--- config.mk ---
export PLATFORM = sky130hd
export DESIGN_NAME = fir_hit_window
export DESIGN_NICKNAME = d
export VERILOG_FILES = /design/src/rtl/fir_hit_window.sv
export SDC_FILE = /design/constraint.sdc
export NUM_CORES = 1
export LEC_CHECK = 0
export CAP_MARGIN = 20
export CORE_UTILIZATION = 40
export CTS_CLUSTER_DIAMETER = 60
export DETAILED_ROUTE_END_ITERATION = 10
export GPL_TIMING_DRIVEN = 0
export PLACE_DENSITY = 0.68
export SLEW_MARGIN = 20
export SYNTH_ARGS = -nofsm -noshare
export SYNTH_HDL_FRONTEND = slang
export SYNTH_SLANG_ARGS = --single-unit
--- constraint.sdc ---
create_clock -name CLK -period 6.7 [get_ports CLK]
set_clock_uncertainty 0.2 [all_clocks]
set_input_delay 2.01 -clock CLK [delete_from_list [all_inputs] [get_ports CLK]]
set_output_delay 2.01 -clock CLK [all_outputs]
set_load 0.05 [all_outputs]
--- src/rtl/fir_hit_window.sv ---
// Baseline-tracking hit detector emitting framed windows of baseline-subtracted samples.
// Optional macro HIT_BIPOLAR_EN: negative excursions below -THRESHOLD also trigger.
module fir_hit_window #(
    parameter int PRE      = 4,
    parameter int POST     = 12,
    parameter int BL_SHIFT = 6
) (
    input  logic               CLK,
    input  logic               RST,
    input  logic [11:0]        DATA_IN,
    input  logic [11:0]        THRESHOLD,
    output logic signed [12:0] DOUT,
    output logic               DOUT_VALID,
    output logic               DOUT_FIRST,
    output logic               DOUT_LAST,
    output logic [11:0]        BASELINE,
    output logic [15:0]        HIT_COUNT
);

    localparam int ACC_W = 12 + BL_SHIFT;
    localparam int DEPTH = PRE + 1;
    localparam int PW    = $clog2(DEPTH);
    localparam int WIN   = PRE + POST;
    localparam int CW    = $clog2(WIN + 1);

    typedef enum logic [1:0] {
        ST_WARM,
        ST_IDLE,
        ST_OUT
    } state_t;

    state_t              state_q, state_d;
    logic [ACC_W-1:0]    acc_q, acc_d;
    logic [CW-1:0]       cnt_q, cnt_d;
    logic [PW-1:0]       ptr_q, ptr_d;
    logic [15:0]         hits_q, hits_d;
    logic signed [12:0]  dout_q, dout_d;
    logic                valid_q, valid_d;
    logic                first_q, first_d;
    logic                last_q, last_d;

    logic signed [12:0]  dl_q [DEPTH];
    logic signed [12:0]  dl_rd;
    logic signed [12:0]  wr_data;
    logic [DEPTH-1:0]    dl_we;

    logic signed [12:0]  diff;
    logic signed [12:0]  thr_s;
    logic [ACC_W-1:0]    acc_upd;
    logic                hit;

    assign BASELINE = acc_q[ACC_W-1:BL_SHIFT];
    assign diff     = $signed({1'b0, DATA_IN} - {1'b0, BASELINE});
    assign thr_s    = $signed({1'b0, THRESHOLD});

`ifdef HIT_BIPOLAR_EN
    logic signed [12:0] neg_thr;
    assign neg_thr = -thr_s;
    assign hit     = (diff > thr_s) || (diff < neg_thr);
`else
    assign hit     = (diff > thr_s);
`endif

    // Intermediate wrap is harmless: acc never drops below BASELINE << BL_SHIFT.
    assign acc_upd = acc_q + {{BL_SHIFT{1'b0}}, DATA_IN} - {{BL_SHIFT{1'b0}}, BASELINE};

    assign wr_data = (state_q == ST_WARM) ? 13'sd0 : diff;
    assign ptr_d   = (ptr_q == PW'(PRE)) ? '0 : ptr_q + 1'b1;

    generate
        for (genvar gi = 0; gi < DEPTH; gi++) begin : g_we
            assign dl_we[gi] = (ptr_q == PW'(gi));
        end
    endgenerate

    // The slot about to be overwritten holds the diff from DEPTH edges ago.
    always_comb begin
        dl_rd = '0;
        for (int i = 0; i < DEPTH; i++) begin
            if (dl_we[i]) dl_rd = dl_q[i];
        end
    end

    always_ff @(posedge CLK) begin
        for (int i = 0; i < DEPTH; i++) begin
            if (RST)           dl_q[i] <= '0;
            else if (dl_we[i]) dl_q[i] <= wr_data;
        end
    end

    always_comb begin
        state_d = state_q;
        acc_d   = acc_q;
        cnt_d   = cnt_q;
        hits_d  = hits_q;
        dout_d  = '0;
        valid_d = 1'b0;
        first_d = 1'b0;
        last_d  = 1'b0;
        case (state_q)
            ST_WARM: begin
                acc_d   = {DATA_IN, {BL_SHIFT{1'b0}}};
                state_d = ST_IDLE;
            end
            ST_IDLE: begin
                if (hit) begin
                    state_d = ST_OUT;
                    cnt_d   = CW'(WIN);
                    if (hits_q != 16'hFFFF) hits_d = hits_q + 16'd1;
                end else begin
                    acc_d = acc_upd;
                end
            end
            ST_OUT: begin
                valid_d = 1'b1;
                dout_d  = dl_rd;
                first_d = (cnt_q == CW'(WIN));
                last_d  = (cnt_q == '0);
                if (cnt_q == '0) state_d = ST_IDLE;
                else             cnt_d   = cnt_q - 1'b1;
            end
            default: state_d = ST_WARM;
        endcase
    end

    always_ff @(posedge CLK) begin
        if (RST) begin
            state_q <= ST_WARM;
            acc_q   <= '0;
            cnt_q   <= '0;
            ptr_q   <= '0;
            hits_q  <= '0;
            dout_q  <= '0;
            valid_q <= 1'b0;
            first_q <= 1'b0;
            last_q  <= 1'b0;
        end else begin
            state_q <= state_d;
            acc_q   <= acc_d;
            cnt_q   <= cnt_d;
            ptr_q   <= ptr_d;
            hits_q  <= hits_d;
            dout_q  <= dout_d;
            valid_q <= valid_d;
            first_q <= first_d;
            last_q  <= last_d;
        end
    end

    assign DOUT       = dout_q;
    assign DOUT_VALID = valid_q;
    assign DOUT_FIRST = first_q;
    assign DOUT_LAST  = last_q;
    assign HIT_COUNT  = hits_q;

endmodule
==> impl_metrics.env, run 1 <==
export IMPL_grt_setup_unrepaired="false"
export IMPL_fin_hold_ws_ns=0.256
export IMPL_synth_warnings=0
export IMPL_worst_skew_pair_late_latency_ns=0.42
export IMPL_synth_avg_cell_area_um2=9.14
export IMPL_crit_required_ns=6.81
export IMPL_synth_area_top_cells="edfxtp_1, dfxtp_1, ha_1"
export IMPL_ys_seq_elements=125
export IMPL_via_per_inst=5.38
export IMPL_port_buffers=69
export IMPL_nets=997
export IMPL_cts_tree="yes"
export IMPL_min_period_ns=6.43
export IMPL_ys_async_sr_fraction_pct=0
export IMPL_cp_max_fo=10
export IMPL_powerDensity_nw_per_um2=453
export IMPL_routedWlPerCell_um=15.8
export IMPL_row_count=49
export IMPL_synthAdderAreaFrac_pct=11.8
export IMPL_num_fill_cells=1677
export IMPL_yosysUniqueCellTypes=67
export IMPL_vdd_drop_max_v=0.000297
export IMPL_status="finished with violations"
export IMPL_ant_nets=0
export IMPL_ys_seq_area_share_pct=42.1
export IMPL_syn_area_um2=7490
export IMPL_path_class="input pin to flip-flop"
export IMPL_vias=6192
export IMPL_drive_gt1_share_pct=8.36
export IMPL_p_leak_uw=0.00360
export IMPL_cp_common_cell="inv_1"
export IMPL_crit_path_end_kind="flip-flop"
export IMPL_place_hpwl_um=13900
export IMPL_fin_crit_sh_pct=96.0
export IMPL_cts_max_level=4
export IMPL_synth_top_area_share_pct=26.1
export IMPL_syn_num_nets=908
export IMPL_yosys_area_share_simple_pct=17.4
export IMPL_finalWirelength_um=18200
export IMPL_core_area_um2=18100
export IMPL_violations="design-rule violations"
export IMPL_max_freq_ghz=0.155
export IMPL_diodes=0
export IMPL_initial_core_util_pct=41.3
export IMPL_synth_mux_area_share_pct=0.568
export IMPL_clk_pin_slew_ns=0.06
export IMPL_setup_viol=0
export IMPL_slowest_delay_ns=0.48
export IMPL_synth_top_family_by_area="compound AO/OA/AOI/OAI gates"
export IMPL_grt_max_degree=17
export IMPL_grt_pass1_wl_um=29800
export IMPL_multi_input_area_um2=3840
export IMPL_setup_tns_ns=0
export IMPL_numCtsBuffers=17
export IMPL_startpoint_type="input pin"
export IMPL_seq_area_um2=3150
export IMPL_relSlewSlack_pct=40.2
export IMPL_antenna_found_initial=0
export IMPL_synth_ff_type="edfxtp_1"
export IMPL_fin_util_pct=50.5
export IMPL_syn2layout_area_growth_pct=22.4
export IMPL_drt_first_pass_iters=8
export IMPL_drt_iter0_drc=458
export IMPL_yosysTopAreaCell="edfxtp_1"
export IMPL_first_global_vias=5903
export IMPL_power_uw=4150
export IMPL_synth_xor_area_share_pct=2.57
export IMPL_place_gp_congestion=0.909
export IMPL_chipWidth_um=139
export IMPL_io_pins=70
export IMPL_slew_viol_final=0
export IMPL_cap_violations=0
export IMPL_hold_viol=0
export IMPL_hp_class="flip-flop to flip-flop"
export IMPL_synth_cells=819
export IMPL_grt_ovfl_total=0
export IMPL_synth_compound_area_share_pct=17.9
export IMPL_drc=8
export IMPL_die_h_um=139
export IMPL_tightest_slew_ns=0.894
export IMPL_critPathArrivalTime_ns=6.54
export IMPL_synth_edf_count=65
export IMPL_grt_use_total_pct=19.5
export IMPL_cts_sinks=125
export IMPL_cp_slowest_cell="clkdlybuf4s50_1"
export IMPL_cts_root_buf="clkbuf_16"
export IMPL_die_area_um2=19300
export IMPL_clk_path_buf_depth=2
export IMPL_path_cells="clkdlybuf4s50_1 -> inv_1 -> ha_1 -> inv_1 -> fa_1 -> a211oi_2 -> o21ai_2 -> o21ai_1 -> nand2_1 -> xnor2_4 -> inv_1 -> ha_1 -> and4_1 -> nand4_1 -> o211a_1 -> o31a_1 -> nand3_2 -> buf_2 -> nor4b_2 -> mux2_2"
Yosys cell counts, types with 2 or more instances:
cell type / number
or2_2: 7
a2111oi_0: 2
o31ai_1: 13
a211oi_1: 40
nand2_1: 51
and3_4: 3
and4_1: 4
o21ai_0: 17
a21boi_0: 2
o21ai_1: 3
dfxtp_1: 60
nand3_1: 13
nor2_1: 105
nor3_1: 32
nand3b_1: 2
buf_6: 2
o211ai_1: 7
or4_1: 11
a221oi_1: 3
mux2_2: 2
xor2_1: 8
nand4_1: 4
edfxtp_1: 65
xnor2_1: 14
a41oi_1: 2
a221o_1: 3
a311oi_1: 6
fa_1: 13
nand2b_1: 7
buf_2: 4
ha_1: 50
a31oi_1: 6
a21o_1: 4
nor2b_1: 8
and2_1: 5
buf_4: 13
clkbuf_1: 28
and3_1: 5
inv_1: 85
a22oi_1: 16
o21a_1: 2
or3_1: 6
mux2i_1: 2
a21oi_1: 61
registers in the layout (all words and copies together) (netlist names):
name,flops
DOUT_FIRST,1
ptr_q,3
DOUT_LAST,1
DOUT,13
HIT_COUNT,16
dl_q,65
acc_q,18
cnt_q,5
DOUT_VALID,1
state_q,2
worst paths after layout:
| path | from | to | slack [ns] | cells after the start |
|---|---|---|---|---|
| min reg2reg | acc_q[2] | acc_q[2] | 0.26 | 2 |
| min | acc_q[2] | acc_q[2] | 0.26 | 2 |
| max | DATA_IN[0] | HIT_COUNT[13] | 0.27 | 20 |
| max reg2reg | acc_q[7] | HIT_COUNT[13] | 1.88 | 18 |
worst max-delay path: cells and delay by family:
kind / cells / cell delay [ns]
fa+ha+maj: 3 / 0.90
buf+inv: 5 / 0.98
mux: 1 / 0.36
compound gates: 5 / 0.97
xor+xnor: 1 / 0.29
simple gates: 5 / 1.01
placed cells by master, fill, tap and decap left out, drive strengths merged, types with 8 or more instances in the layout:
cell           netlist  routed
a21oi               61      61
nand2               51      51
ha                  50      50
and3                 8       8
inv                 85      86
clkbuf              28      50
o21ai               21      21
nand3               13      13
o31ai               13      13
a211oi              40      40
a22oi               16      16
or4                 11      11
dfxtp               60      60
nor2               105     105
nor2b                8       8
nor3                32      32
buf                 20      21
xnor2               14      14
fa                  13      13
xor2                 8       8
edfxtp              65      65
clkdlybuf4s50        0      69
where the power goes:
part           internal (uW)  switching (uW)  total [uW]
combinational            867            1360        2230
clock                    578             354         932
sequential               914            80.8         995
through the flow:
stage                     area (um2)  setup slack, ns  instances
final                           9160            0.268       1150
after global routing            9160           0.0319       1150
after CTS                       9130          0.00209       1149
after detailed placement        8470           -0.681       1117
after global placement          8470           -0.611       1117
after floorplan                 7490            0.780        819
cells by family (layout without fill, tap and decap cells):
logic type,count (synthesis),in the layout
adders and majority gates,63,63
xor gates and xnor gates,22,22
DFF,125,125
buffers and inverters,134,236
muxes,4,4
AOI/OAI and AO/OA,201,201
and+or+nand+nor,270,270
per-layer routing:
layer  share of wire, %  track usage (%)  vias up  routed length [um]
met3                4.5             3.35       38                 821
met4                2.6             7.95        0                 464
met5                  0                0        -                   0
li1                   -                -     3104                   -
met1                 46             25.3     2888                8300
met2                 47             32.3      162                8580
layout make-up:
class | count | share of cell area, %
multi-input cells | 560 | 41.9
clock buffers | 22 | 5.53
well taps | 229 | 3.13
plain buffers | 48 | 2.73
repair buffers | 70 | 7.62
inverters | 86 | 3.52
clock inverters | 10 | 1.12
flip-flops and latches | 125 | 34.4
repair_timing:
item                       in CTS  in global routing
gates resized for setup         7                  6
setup buffers                   0                  1
cloned                          0                  0
hold buffers                    0                  0
pin swaps                       0                  1
setup endpoints to repair      29                 32
Note: power is estimated with default switching activity, not from simulation.
==> run 2, diff against run 1 <==
CTS_CLUSTER_DIAMETER = 200   (was 60)
REMOVE_ABC_BUFFERS = 1   (was not set)
==> run 2 against run 1 <==
  * The flow still finishes with violations (design-rule violations)
  * Setup slack improved by 0.0046 ns
  * Routed wire length fell by 0.74%
  * Combinational power fell by 4%
  * Clock power fell by 2.5%
  * Fmax barely moved
  * Sequential cell count did not move
  * Final cell count fell by 4.1%
  * Sequential power barely moved
  * Die area did not move
  * Critical path type unchanged
  * Largest cell class unchanged
  * Highest routed layer unchanged
==> impl_metrics.env, run 2 (same netlist as run 1, synthesis figures left out) <==
export IMPL_status="finished with violations"
export IMPL_violations="design-rule violations"
export IMPL_cp_slowest_cell="clkdlybuf4s50_1"
export IMPL_place_gp_congestion=0.915
export IMPL_p_leak_uw=0.00345
export IMPL_routedWlPerCell_um=16.3
export IMPL_critPathArrivalTime_ns=6.53
export IMPL_slew_viol_final=0
export IMPL_syn2layout_area_growth_pct=19.0
export IMPL_hold_viol=0
export IMPL_via_per_inst=5.50
export IMPL_drt_first_pass_iters=7
export IMPL_grt_pass1_wl_um=29200
export IMPL_nets=950
export IMPL_max_freq_ghz=0.156
export IMPL_port_buffers=69
export IMPL_final_common_cell="nor2_1"
export IMPL_grt_use_total_pct=19.2
export IMPL_crit_path_end_kind="flip-flop"
export IMPL_mostFrequentLayoutCells="nor2_1, inv_1, clkdlybuf4s50_1, edfxtp_1"
export IMPL_seq_area_um2=3150
export IMPL_final_cell_area_um2=8910
export IMPL_tightest_slew_ns=0.994
export IMPL_startpoint_type="input pin"
export IMPL_numCtsBuffers=17
export IMPL_initial_core_util_pct=41.3
export IMPL_setup_tns_ns=0
export IMPL_path_cells="clkdlybuf4s50_1 -> inv_1 -> ha_1 -> inv_1 -> fa_1 -> a211oi_1 -> o21ai_2 -> o21ai_1 -> nand2_1 -> xnor2_4 -> inv_1 -> ha_1 -> and4_1 -> nand4_1 -> o211a_1 -> o31a_2 -> nand3_4 -> nor4b_1 -> mux2_2"
export IMPL_vdd_drop_max_v=0.000276
export IMPL_hp_class="flip-flop to flip-flop"
export IMPL_powerDensity_nw_per_um2=454
export IMPL_fin_util_pct=49.1
export IMPL_worst_skew_pair_late_latency_ns=0.42
export IMPL_clk_pin_slew_ns=0.05
export IMPL_first_global_vias=5875
export IMPL_multi_input_area_um2=3870
export IMPL_min_period_ns=6.43
export IMPL_drc=1
export IMPL_fin_crit_sh_pct=95.9
export IMPL_core_area_um2=18100
export IMPL_io_pins=70
export IMPL_grt_setup_unrepaired="false"
export IMPL_chipWidth_um=139
export IMPL_largest_reg_flops=65
export IMPL_vias=6066
export IMPL_crit_required_ns=6.81
export IMPL_die_area_um2=19300
export IMPL_path_class="input pin to flip-flop"
export IMPL_setup_viol=0
export IMPL_cts_root_buf="clkbuf_16"
export IMPL_drt_iter0_drc=386
export IMPL_die_h_um=139
export IMPL_drive_gt1_share_pct=6.98
export IMPL_cts_tree="yes"
export IMPL_cp_max_fo=18
export IMPL_power_uw=4040
export IMPL_cts_sinks=125
export IMPL_place_hpwl_um=12900
export IMPL_grt_ovfl_total=0
export IMPL_place_area_um2=8250
export IMPL_cp_common_cell="inv_1"
export IMPL_antenna_found_initial=0
export IMPL_diodes=0
export IMPL_finalWirelength_um=18000
export IMPL_num_fill_cells=1669
export IMPL_cap_violations=0
export IMPL_relSlewSlack_pct=33.8
export IMPL_clk_path_buf_depth=2
export IMPL_cts_max_level=4
export IMPL_grt_max_degree=40
export IMPL_ant_nets=0
export IMPL_top_register="dl_q"
export IMPL_row_count=49
export IMPL_slowest_delay_ns=0.48
==> run 2: cell types whose count changed in the layout (fill, tap and decap cells not counted), sizes merged, moves of 2 or more <==
cell	before	now
buf	21	2
clkbuf	50	19
clkinv	7	5
clkinvlp	2	4
inv	86	88
==> run 2: timing repair <==
item                       4_1_cts  5_1_grt
pin swaps                        0        0
setup buffers                    0        0
setup endpoints to repair       23       28
cloned                           0        1
hold endpoints to repair         0        0
hold buffers                     0        0
gates resized for setup          4        8
==> run 2: worst paths after layout <==
path	from	to	slack, ns	depth (start not counted)
max	DATA_IN[0]	HIT_COUNT[13]	0.27	19
min	acc_q[2]	acc_q[2]	0.25	2
max reg2reg	acc_q[7]	HIT_COUNT[13]	1.92	17
min reg2reg	acc_q[2]	acc_q[2]	0.25	2
==> run 2: per-layer routing <==
layer	vias up	track usage, %	share of wire, %
li1	3018	-	-
met1	2888	23.6	45
met2	127	32.6	49
met3	33	3.66	3.4
met4	0	8.65	2.6
met5	-	0	0
==> run 2: per-stage QoR <==
step / hold slack [ns] / cells / setup slack, ns
after global routing: 0.262 / 1103 / 0.00173
after global placement: 0.241 / 1069 / -1.11
after detailed placement: 0.248 / 1070 / -1.18
after floorplan: 0.226 / 771 / 0.405
after CTS: 0.257 / 1102 / 0.00887
final: 0.254 / 1103 / 0.273
==> run 2: layout make-up <==
class / count / share of cell area [%]
multi-input combinational: 561 / 43.4
sequential: 125 / 35.4
timing repair buffer: 70 / 7.92
clock buffer: 19 / 4.86
inverter: 86 / 3.62
tap: 229 / 3.22
clock inverter: 13 / 1.57
==> run 2: power breakdown <==
part           internal, uW  switching, uW
Sequential              914           85.8
Clock                   549            360
Combinational           816           1320
Total                  2280           1770
==> run 2: critical path, delay by kind of cell <==
| family | cells | cell delay [ns] |
|---|---|---|
| xor gates and xnor gates | 1 | 0.28 |
| AOI/OAI and AO/OA | 5 | 1.08 |
| buffers and inverters | 4 | 0.71 |
| and+or+nand+nor | 5 | 1.17 |
| muxes | 1 | 0.37 |
| adders and majority gates | 3 | 0.89 |
